--- config.mk ---
export PLATFORM = sky130hd
export DESIGN_NAME = lcd_sdram_burst_sched
export DESIGN_NICKNAME = d
export VERILOG_FILES = /design/src/rtl/lcd_sdram_pkg.sv /design/src/rtl/lcd_bank_mgr.sv /design/src/rtl/lcd_sdram_burst_sched.sv
export SDC_FILE = /design/constraint.sdc
export NUM_CORES = 1
export LEC_CHECK = 0
export ABC_AREA = 1
export CORE_ASPECT_RATIO = 1.25
export CORE_MARGIN = 5
export CORE_UTILIZATION = 53
export CTS_CLUSTER_SIZE = 30
export DETAILED_ROUTE_END_ITERATION = 16
export GPL_ROUTABILITY_DRIVEN = 0
export HOLD_SLACK_MARGIN = 0.12
export PLACE_DENSITY_LB_ADDON = 0.1
export SLEW_MARGIN = 10
export SYNTH_ARGS = -nofsm -noshare
export SYNTH_HDL_FRONTEND = slang
export SYNTH_SLANG_ARGS = --single-unit
--- constraint.sdc ---
create_clock -name clk -period 2.81 [get_ports clk]
set_clock_uncertainty 0.15 [all_clocks]
set_input_delay 0.281 -clock clk [delete_from_list [all_inputs] [get_ports clk]]
set_output_delay 0.281 -clock clk [all_outputs]
set_load 0.05 [all_outputs]
--- src/rtl/lcd_sdram_pkg.sv ---
// Shared definitions for the LCD resize SDRAM burst scheduler: FSM state
// type, geometry constants and the frame-bank rotation helper.
package lcd_sdram_pkg;

   typedef enum logic [1:0] {
      IDLE = 2'd0,
      REQ  = 2'd1,
      XFER = 2'd2
   } state_t;

   localparam int BURST_LEN  = 256;
   localparam int FIFO_DEPTH = 1024;
   localparam int BANK_WORDS = 1048576;
   localparam int NUM_BANKS  = 3;
   localparam int ADDR_W     = 24;
   localparam int WR_URGENT  = 768;

   // Picks the only bank that is neither the newest complete frame nor the
   // bank the reader is currently scanning, so the writer never tears a frame.
   function automatic logic [1:0] next_wr_bank(input logic [1:0] latest,
                                                input logic [1:0] rd_bank);
      logic [1:0] pick;
      pick = 2'd0;
      for (int b = NUM_BANKS - 1; b >= 0; b--) begin
         if ((2'(b) != latest) && (2'(b) != rd_bank)) begin
            pick = 2'(b);
         end
      end
      return pick;
   endfunction

endpackage

--- src/rtl/lcd_bank_mgr.sv ---
// Triple-buffer bank manager: tracks the bank being written, the bank being
// read and the newest complete frame, and rotates them on frame events.
module lcd_bank_mgr
   import lcd_sdram_pkg::*;
(
   input  logic       clk,
   input  logic       rst,
   input  logic       wr_frame_done_i,
   input  logic       rd_apply_i,
   output logic [1:0] wr_bank_o,
   output logic [1:0] rd_bank_o
);

   logic [1:0] wr_bank_q, wr_bank_d;
   logic [1:0] rd_bank_q, rd_bank_d;
   logic [1:0] latest_q,  latest_d;

   // Next-bank selection: a finished write frame becomes the newest frame,
   // and a new read frame always starts from the newest complete frame.
   always_comb begin
      wr_bank_d = wr_bank_q;
      rd_bank_d = rd_bank_q;
      latest_d  = latest_q;
      if (wr_frame_done_i) begin
         latest_d  = wr_bank_q;
         wr_bank_d = next_wr_bank(wr_bank_q, rd_bank_q);
      end
      if (rd_apply_i) begin
         rd_bank_d = latest_d;
      end
   end

   // Bank registers; before the first complete frame the reader gets bank 2,
   // which is stale but well defined.
   always_ff @(posedge clk) begin
      if (rst) begin
         wr_bank_q <= 2'd0;
         rd_bank_q <= 2'd1;
         latest_q  <= 2'd2;
      end else begin
         wr_bank_q <= wr_bank_d;
         rd_bank_q <= rd_bank_d;
         latest_q  <= latest_d;
      end
   end

   // The writer and the reader must never share a bank.
   always_ff @(posedge clk) begin
      if (!rst) begin
         assert (wr_bank_q != rd_bank_q);
      end
   end

   assign wr_bank_o = wr_bank_q;
   assign rd_bank_o = rd_bank_q;

endmodule

--- src/rtl/lcd_sdram_burst_sched.sv ---
// SDRAM burst scheduler for the LCD resize path: arbitrates write-FIFO drain
// bursts against read-FIFO fill bursts, generates burst word addresses and
// drives the controller burst handshake.
module lcd_sdram_burst_sched
   import lcd_sdram_pkg::*;
#(
   parameter int BURST_LEN  = lcd_sdram_pkg::BURST_LEN,
   parameter int FIFO_DEPTH = lcd_sdram_pkg::FIFO_DEPTH,
   parameter int ADDR_W     = lcd_sdram_pkg::ADDR_W,
   parameter int BANK_WORDS = lcd_sdram_pkg::BANK_WORDS,
   parameter int WR_URGENT  = lcd_sdram_pkg::WR_URGENT
) (
   input  logic              clk,
   input  logic              rst,
   input  logic              cfg_valid_i,
   input  logic [19:0]       frame_words_i,
   input  logic              wr_frame_start_i,
   input  logic              rd_frame_start_i,
   input  logic [10:0]       wr_fifo_used_i,
   input  logic [10:0]       rd_fifo_used_i,
   output logic              burst_req_o,
   output logic              burst_wr_o,
   output logic [ADDR_W-1:0] burst_addr_o,
   input  logic              burst_ack_i,
   input  logic              burst_done_i,
   output logic [1:0]        wr_bank_o,
   output logic [1:0]        rd_bank_o,
   output logic              frame_drop_o,
   output logic              busy_o
);

   localparam int          CNT_W      = 20;
   localparam int          BANK_SHIFT = $clog2(BANK_WORDS);
   localparam logic [10:0] BURST_LVL  = 11'(BURST_LEN);
   localparam logic [10:0] URGENT_LVL = 11'(WR_URGENT);
   localparam logic [10:0] RD_LIMIT   = 11'(FIFO_DEPTH - BURST_LEN);
   localparam logic [CNT_W-1:0] CNT_STEP = CNT_W'(BURST_LEN);

   state_t state_q, state_d;
   logic   burst_req_q, burst_req_d;
   logic   burst_wr_q, burst_wr_d;
   logic [ADDR_W-1:0] burst_addr_q, burst_addr_d;
   logic [CNT_W-1:0]  wr_cnt_q, wr_cnt_d;
   logic [CNT_W-1:0]  rd_cnt_q, rd_cnt_d;
   logic   wr_active_q, wr_active_d;
   logic   rd_active_q, rd_active_d;
   logic   wr_pend_q, wr_pend_d;
   logic   rd_pend_q, rd_pend_d;
   logic   last_grant_wr_q, last_grant_wr_d;
   logic   frame_drop_q, frame_drop_d;

   logic   wr_ok, rd_ok, grant_wr, grant_rd;
   logic   wr_frame_done, rd_apply;
   logic [1:0] wr_bank, rd_bank;
   logic [1:0] sel_bank;
   logic [CNT_W-1:0] sel_cnt;
   logic [ADDR_W-1:0] grant_addr;

   lcd_bank_mgr u_bank_mgr (
      .clk             (clk),
      .rst             (rst),
      .wr_frame_done_i (wr_frame_done),
      .rd_apply_i      (rd_apply),
      .wr_bank_o       (wr_bank),
      .rd_bank_o       (rd_bank)
   );

   // Arbitration: an almost-full write FIFO wins outright, otherwise two
   // eligible sides take turns, otherwise the single eligible side wins.
   always_comb begin
      wr_ok = wr_active_q && cfg_valid_i && (wr_fifo_used_i >= BURST_LVL) &&
              (wr_cnt_q < frame_words_i);
      rd_ok = rd_active_q && cfg_valid_i && (rd_fifo_used_i <= RD_LIMIT) &&
              (rd_cnt_q < frame_words_i);
      grant_wr = wr_ok && ((wr_fifo_used_i >= URGENT_LVL) || !rd_ok || !last_grant_wr_q);
      grant_rd = rd_ok && !grant_wr;
      sel_bank = grant_wr ? wr_bank : rd_bank;
      sel_cnt  = grant_wr ? wr_cnt_q : rd_cnt_q;
      grant_addr = (ADDR_W'(sel_bank) << BANK_SHIFT) + ADDR_W'(sel_cnt);
   end

   // Burst FSM and frame bookkeeping; frame-start pulses are only acted on in
   // IDLE so an in-flight burst always runs to completion first. A pulse that
   // arrives while already idle is applied in that same cycle.
   always_comb begin
      state_d         = state_q;
      burst_req_d     = burst_req_q;
      burst_wr_d      = burst_wr_q;
      burst_addr_d    = burst_addr_q;
      wr_cnt_d        = wr_cnt_q;
      rd_cnt_d        = rd_cnt_q;
      wr_active_d     = wr_active_q;
      rd_active_d     = rd_active_q;
      last_grant_wr_d = last_grant_wr_q;
      frame_drop_d    = 1'b0;
      wr_pend_d       = wr_pend_q | wr_frame_start_i;
      rd_pend_d       = rd_pend_q | rd_frame_start_i;
      wr_frame_done   = 1'b0;
      rd_apply        = 1'b0;
      case (state_q)
         IDLE: begin
            if (wr_pend_d || rd_pend_d) begin
               if (wr_pend_d) begin
                  if (wr_active_q && (wr_cnt_q != '0) && (wr_cnt_q < frame_words_i)) begin
                     frame_drop_d = 1'b1;
                  end
                  wr_cnt_d    = '0;
                  wr_active_d = cfg_valid_i;
                  wr_pend_d   = 1'b0;
               end
               if (rd_pend_d) begin
                  rd_apply    = 1'b1;
                  rd_cnt_d    = '0;
                  rd_active_d = 1'b1;
                  rd_pend_d   = 1'b0;
               end
            end else if (grant_wr || grant_rd) begin
               state_d         = REQ;
               burst_req_d     = 1'b1;
               burst_wr_d      = grant_wr;
               burst_addr_d    = grant_addr;
               last_grant_wr_d = grant_wr;
            end
         end
         REQ: begin
            if (burst_ack_i) begin
               burst_req_d = 1'b0;
               state_d     = XFER;
            end
         end
         XFER: begin
            if (burst_done_i) begin
               state_d = IDLE;
               if (burst_wr_q) begin
                  wr_cnt_d = wr_cnt_q + CNT_STEP;
                  if (wr_cnt_d == frame_words_i) begin
                     wr_frame_done = 1'b1;
                     wr_active_d   = 1'b0;
                  end
               end else begin
                  rd_cnt_d = rd_cnt_q + CNT_STEP;
                  if (rd_cnt_d == frame_words_i) begin
                     rd_active_d = 1'b0;
                  end
               end
            end
         end
         default: begin
            state_d     = IDLE;
            burst_req_d = 1'b0;
         end
      endcase
   end

   // State registers; reset aborts any burst in flight.
   always_ff @(posedge clk) begin
      if (rst) begin
         state_q         <= IDLE;
         burst_req_q     <= 1'b0;
         burst_wr_q      <= 1'b0;
         burst_addr_q    <= '0;
         wr_cnt_q        <= '0;
         rd_cnt_q        <= '0;
         wr_active_q     <= 1'b0;
         rd_active_q     <= 1'b0;
         wr_pend_q       <= 1'b0;
         rd_pend_q       <= 1'b0;
         last_grant_wr_q <= 1'b0;
         frame_drop_q    <= 1'b0;
      end else begin
         state_q         <= state_d;
         burst_req_q     <= burst_req_d;
         burst_wr_q      <= burst_wr_d;
         burst_addr_q    <= burst_addr_d;
         wr_cnt_q        <= wr_cnt_d;
         rd_cnt_q        <= rd_cnt_d;
         wr_active_q     <= wr_active_d;
         rd_active_q     <= rd_active_d;
         wr_pend_q       <= wr_pend_d;
         rd_pend_q       <= rd_pend_d;
         last_grant_wr_q <= last_grant_wr_d;
         frame_drop_q    <= frame_drop_d;
      end
   end

   assign burst_req_o  = burst_req_q;
   assign burst_wr_o   = burst_wr_q;
   assign burst_addr_o = burst_addr_q;
   assign wr_bank_o    = wr_bank;
   assign rd_bank_o    = rd_bank;
   assign frame_drop_o = frame_drop_q;
   assign busy_o       = (state_q != IDLE);

endmodule

==> flow_summary.ini, run 1 <==
[grt]
grt_first_pass_wirelength_um = 19800
grt_pass1_vias = 4419
overflow = 0
grt_antenna_before_repair = 0
grt_use_total_pct = 25.8
grt_max_degree = 33

[timing]
finalSetupTns_ns = 0
holdWs_ns = 0.321
final_hold_viol_count = 0
rsz0062_at_grt = no
relSlewSlack_pct = 31.7
timing.final.crit_period_ns = 2.57
max_freq_mhz = 389
period_share_pct = 91.5
worst_slack_ns = 0.239
worstMarginPinSlew_ns = 1.02
finalSetupViolations = 0
slew_viol_final = 0

[floorplanning]
die_h_um = 109
die_w_um = 89.2
pin_count = 81
start_util_pct = 53.6
rows = 36
coreArea_mm2 = 0.00775
die-area_mm2 = 0.00972

[clock_tree]
cts_buffers = 5
postCtsHoldBufs = 0
cts.sinks = 53
cts-root-buf = clkbuf_8
max-clock-path-buffers = 2
clk-insertion-delay-late_ns = 0.32
path_clk_slew_ns = 0.11
cts_tree = yes
cts-htree-levels = 2

[synthesis]
seq_area_frac_synth_pct = 25.5
syn_inst = 667
synth_ff_type = dfxtp_1
ys_top_cells_by_area = dfxtp_1 (26%), nand2_1 (16%), nand3_1 (8.3%), ha_1 (8.1%), nor2_1 (7.4%)
synthTopCellsByCount = nand2_1 (179), nor2_1 (82), inv_1 (78), nand3_1 (69), dfxtp_1 (53)
netlist.area_leader.share_pct = 25.5
post-synth-top-count-cell = nand2_1
syn_avg_cell_area_um2 = 6.23
synth_edf_count = 0
ys_types = 38
async_flop_share_pct = 0
ys_ff_latch = 53
ys.warnings.count = 0
synth_top_area_cell = dfxtp_1
syn_area_mm2 = 0.00416

[layout]
num-nets-final = 826
multi_input_area_mm2 = 0.00265
drive_gt1_share_pct = 8.92
fillCellCount = 769
n_antenna_cell = 0
register_area_mm2 = 0.00106
final_cell_area_mm2 = 0.00511
area_growth_syn_to_layout_pct = 23.0

[run]
drv_cap = 0

[setup_path]
regToRegStartpoint = wr_cnt_q[9]$_SDFFE_PP0P_
path_max_fanout = 14
r2r-end = u_bank_mgr.rd_bank_o[1]$_SDFFE_PP0P_
critPathCaptureType = flop
crit_type = in2reg
critPathLaunchType = primary input
reg2reg_slack_ns = 0.30
worst-endpoint-required_ns = 2.92
cp.arrival_ns = 2.68
r2r_cells = 14

[worst_hold_path]
hold_depth = 2
holdCritStartpoint = rd_active_q$_SDFFE_PP0P_
hold_class = reg2reg
min_to = rd_active_q$_SDFFE_PP0P_

[place]
port-buffer-count = 62
place_area_mm2 = 0.00502
dp_hpwl_um = 9610
place_ws_ns = -0.0978

[pwr]
irDropWorstVdd_mv = 0.215
powerDensity_mw_per_mm2 = 314
leakage_nw = 2.46

[detailed_routing]
ant_nets = 0
drtIter0Drc = 410
wl_per_cell_um = 14.3
vias = 4639
post-route-drc-count = 0
routed_wirelength_um = 12100
viasPerCell = 5.48
drt_pass1_iterations = 5

[outcome]
status = complete, no violations
[worst max path at each step]
stage	start	end	slack, ns	depth (start not counted)
2_1_floorplan	wr_cnt_q[13]$_SDFFE_PP0P_	burst_addr_o[19]$_SDFFE_PP0P_	0.64	10
3_3_place_gp	frame_words_i[19]	burst_addr_o[17]$_SDFFE_PP0P_	0.01	15
3_5_place_dp	frame_words_i[19]	burst_addr_o[13]$_SDFFE_PP0P_	-0.1	15
4_1_cts	frame_words_i[19]	burst_addr_o[10]$_SDFFE_PP0P_	0.24	15
5_1_grt	frame_words_i[17]	burst_addr_o[12]$_SDFFE_PP0P_	0.02	15
6_report	frame_words_i[17]	burst_addr_o[10]$_SDFFE_PP0P_	0.24	15
[per-layer routing]
metal  track usage (%)  vias to the layer above  wire length (µm)
li1                  -                     2313                 -
met1              32.1                     2110              4820
met2              45.2                      182              5950
met3              2.27                       34               844
met4              10.0                        0               453
met5                 0                        -                 0
[logic make-up (layout without fill, tap and decap cells)]
kind of cell	after synthesis	after routing	share of synthesized area, %
XOR/XNOR	7	7	1.81
AND/OR/NAND/NOR	383	383	41.6
AO/OA/AOI/OAI	89	89	11.3
buffers and inverters	107	182	11.6
other	1	10	0.0902
flip-flops	53	53	25.5
adder cells (fa/ha/maj)	27	27	8.13
[stage by stage]
| step | util [%] | instances | power (W) |
|---|---|---|---|
| global placement | 64.7 | 838 | 0.00113 |
| CTS | 66.0 | 846 | 0.00161 |
| detailed placement | 64.7 | 838 | 0.00114 |
| global route | 66.0 | 846 | 0.00168 |
| floorplan | - | 676 | 0.00100 |
| finish | 66.0 | 846 | 0.00160 |
[area by class of cell]
class	count	area share, %
clock buffers	5	1.35
clock inverters	3	0.490
inverters	79	5.80
multi-input cells	516	51.8
flip-flops and latches	53	20.8
well taps	95	2.33
repair buffers	95	17.5
[flip-flops by register name, indices dropped and copies added, names as in the netlist, 2 cells and up]
register / flops
wr_cnt_q: 12
u_bank_mgr.wr_bank_o: 2
state_q: 2
u_bank_mgr.rd_bank_o: 2
burst_addr_o: 14
rd_cnt_q: 12
u_bank_mgr.latest_q: 2
[power breakdown]
group | internal (W) | switching, W | total, W
Clock | 0.000181 | 0.000296 | 0.000477
Combinational | 0.000140 | 0.000205 | 0.000345
Sequential | 0.000766 | 0.0000155 | 0.000782
[repair_timing]
item / 4_1_cts / 5_1_grt
setup endpoints to repair: 0 / 4
buffers inserted: 0 / 0
gates resized for setup: 0 / 2
[placed cells by master (no fill, tap or decap), types with 3 or more instances in the layout]
| master | netlist | layout |
|---|---|---|
| o21ai_0 | 32 | 31 |
| a211oi_1 | 3 | 3 |
| ha_1 | 27 | 27 |
| xor2_1 | 5 | 5 |
| nand3_1 | 69 | 69 |
| nand4_1 | 14 | 14 |
| nor3_1 | 8 | 8 |
| buf_4 | 11 | 31 |
| a21oi_1 | 49 | 49 |
| nand2_2 | 3 | 3 |
| nand2_1 | 179 | 179 |
| inv_1 | 78 | 78 |
| nand4_2 | 4 | 4 |
| nand3_2 | 5 | 5 |
| dfxtp_1 | 53 | 52 |
| clkbuf_8 | 0 | 5 |
| nand3b_1 | 5 | 5 |
| nor2_2 | 5 | 5 |
| clkdlybuf4s50_1 | 0 | 62 |
| conb_1 | 1 | 10 |
| nor2_1 | 82 | 82 |
[worst max-delay path, cell delays in order]
cell             delay, ns
clkdlybuf4s50_1       0.49
inv_1                 0.10
ha_1                  0.32
a21oi_1               0.15
nor2_1                0.07
nor2_1                0.20
nand2_1               0.08
a21oi_1               0.23
nand2_1               0.12
nand2_1               0.09
nand3_2               0.08
inv_1                 0.13
buf_12                0.14
o21ai_0               0.08
nor2_1                0.12
No activity file was read; power rests on OpenSTA's default activity.
==> run 2, diff against run 1 <==
Settings changed: RECOVER_POWER set to 100.
==> flow_summary.ini, run 2 (synthesis results as in run 1) <==
[outcome]
status = complete, but fails checks
violations = capacitance limit, slew limit

[layout]
fillCellCount = 771
layout_commonest_cell = nand2_1
postLayoutCoreUtil_pct = 65.8
num-nets-final = 826
final_cells = 846
final_cell_mix = nand2_1 (179), nor2_1 (83), inv_1 (78), nand3_1 (69), dfxtp_1 (52)
final_cell_area_mm2 = 0.00510
drive_gt1_share_pct = 8.52
n_antenna_cell = 0
area_growth_syn_to_layout_pct = 22.6
largest_reg_flops = 14

[timing]
timing.final.crit_period_ns = 2.65
rsz0062_at_grt = no
max_freq_mhz = 378
final_hold_viol_count = 0
holdWs_ns = 0.321
worstMarginPinSlew_ns = 1.69
slew_viol_final = 33
relSlewSlack_pct = -12.4
period_share_pct = 94.2
finalSetupViolations = 0

[place]
port-buffer-count = 62
place_area_mm2 = 0.00502
place_inst = 838
dp_hpwl_um = 9610

[clock_tree]
cts-root-buf = clkbuf_8
cts_setup_buffers = 0
postCtsHoldBufs = 0
clk-insertion-delay-late_ns = 0.31
cts-htree-levels = 2
cts_buffers = 5
max-clock-path-buffers = 2
cts.sinks = 53
path_clk_slew_ns = 0.11
cts_tree = yes

[floorplanning]
die_w_um = 89.2
pin_count = 81
die_h_um = 109
rows = 36
die-area_mm2 = 0.00972
coreArea_mm2 = 0.00775
start_util_pct = 53.6

[grt]
grt_max_degree = 33
grt_use_total_pct = 25.8
grt_antenna_before_repair = 0
overflow = 0
grt_pass1_vias = 4419
grt_first_pass_wirelength_um = 19800

[setup_path]
slowest_stage = clkdlybuf4s50_1
cp.arrival_ns = 2.72
cp_slowest_stage_delay_ns = 0.50
crit_chain = clkdlybuf4s50_1 > inv_1 > ha_1 > a21oi_1 > nor2_1 > nor2_1 > nand2_1 > a21oi_1 > nand2_1 > nand2_1 > nand3_2 > clkbuf_2 > a21oi_1 > nor2_1
worst-endpoint-required_ns = 2.88
critPathLaunchType = primary input
crit_type = in2reg
critPathCaptureType = flop
path_max_fanout = 15

[pwr]
netSwitchingFraction_pct = 32.1
irDropWorstVdd_mv = 0.214
p_clk_share_pct = 29.7
powerDensity_mw_per_mm2 = 313
pwr-share-comb_pct = 21.4
leakage_nw = 2.52
cell_internal_pwr_w = 0.00108
power_switching_w = 0.000513
seq_power_share_pct = 48.9

[detailed_routing]
wl_per_cell_um = 14.2
post-route-drc-count = 0
routed_wirelength_um = 12000
drtIter0Drc = 381
viasPerCell = 5.48
drt_pass1_iterations = 6
vias = 4633
ant_nets = 0

[worst_hold_path]
hold_class = reg2reg

[run]
drv_cap = 1
run 2: cell types whose count changed in the layout (fill, tap and decap cells not counted), sizes merged:
cell / delta
buf: -2
clkbuf: +2
dlygate4sd3: +23
clkdlybuf4s50: -23
run 2: metal layers:
layer / GRT usage (%) / part of all wire (%)
met4: 10.0 / 3.6
met3: 2.27 / 7.4
met1: 32.1 / 40
met5: 0 / 0
met2: 45.2 / 49
run 2: critical path, delay by kind of cell:
kind	cells	cell delay [ns]
compound gates	3	0.58
fa+ha+maj	1	0.32
buf+inv	3	0.84
simple gates	7	0.68
run 2: path summary, 6_finish.rpt:
path	startpoint	end	slack, ns	depth (start not counted)
setup / recovery	frame_words_i[17]	burst_addr_o[21]$_SDFFE_PP0P_	0.16	14
hold reg to reg	rd_active_q$_SDFFE_PP0P_	rd_active_q$_SDFFE_PP0P_	0.32	2
setup reg to reg	wr_cnt_q[9]$_SDFFE_PP0P_	u_bank_mgr.wr_bank_o[1]$_SDFFE_PP0P_	0.29	13
hold / removal	rd_active_q$_SDFFE_PP0P_	rd_active_q$_SDFFE_PP0P_	0.32	2
run 2: timing repair:
action | 4_1_cts | 5_1_grt
setup endpoints to repair | 0 | 4
resized for setup | 0 | 2
endpoints found under the hold margin | 0 | 0
run 2: final cells by class:
| type | instances | area [µm²] | area share, % |
|---|---|---|---|
| inverters | 79 | 297 | 5.82 |
| repair buffers | 95 | 887 | 17.4 |
| clock buffers | 5 | 68.8 | 1.35 |
| flip-flops and latches | 53 | 1060 | 20.8 |
| multi-input cells | 516 | 2640 | 51.8 |
| clock inverters | 3 | 25.0 | 0.491 |
| well taps | 95 | 119 | 2.33 |
run 2: power groups by stage:
stage	clock network [W]	registers, W	logic (W)
2_1_floorplan	0	0.000825	0.000178
3_3_place_gp	0	0.000798	0.000334
3_5_place_dp	0	0.000798	0.000343
4_1_cts	0.000486	0.000781	0.000344
5_1_grt	0.000514	0.000783	0.000373
6_report	0.000474	0.000781	0.000341
run 2: metrics by stage:
stage,setup TNS (ns),power (W),setup WS [ns]
2_1_floorplan,0,0.00100,0.642
5_1_grt,0,0.00167,0.0111
3_3_place_gp,0,0.00113,0.0103
4_1_cts,0,0.00161,0.242
6_report,0,0.00160,0.163
3_5_place_dp,-1.01,0.00114,-0.0978
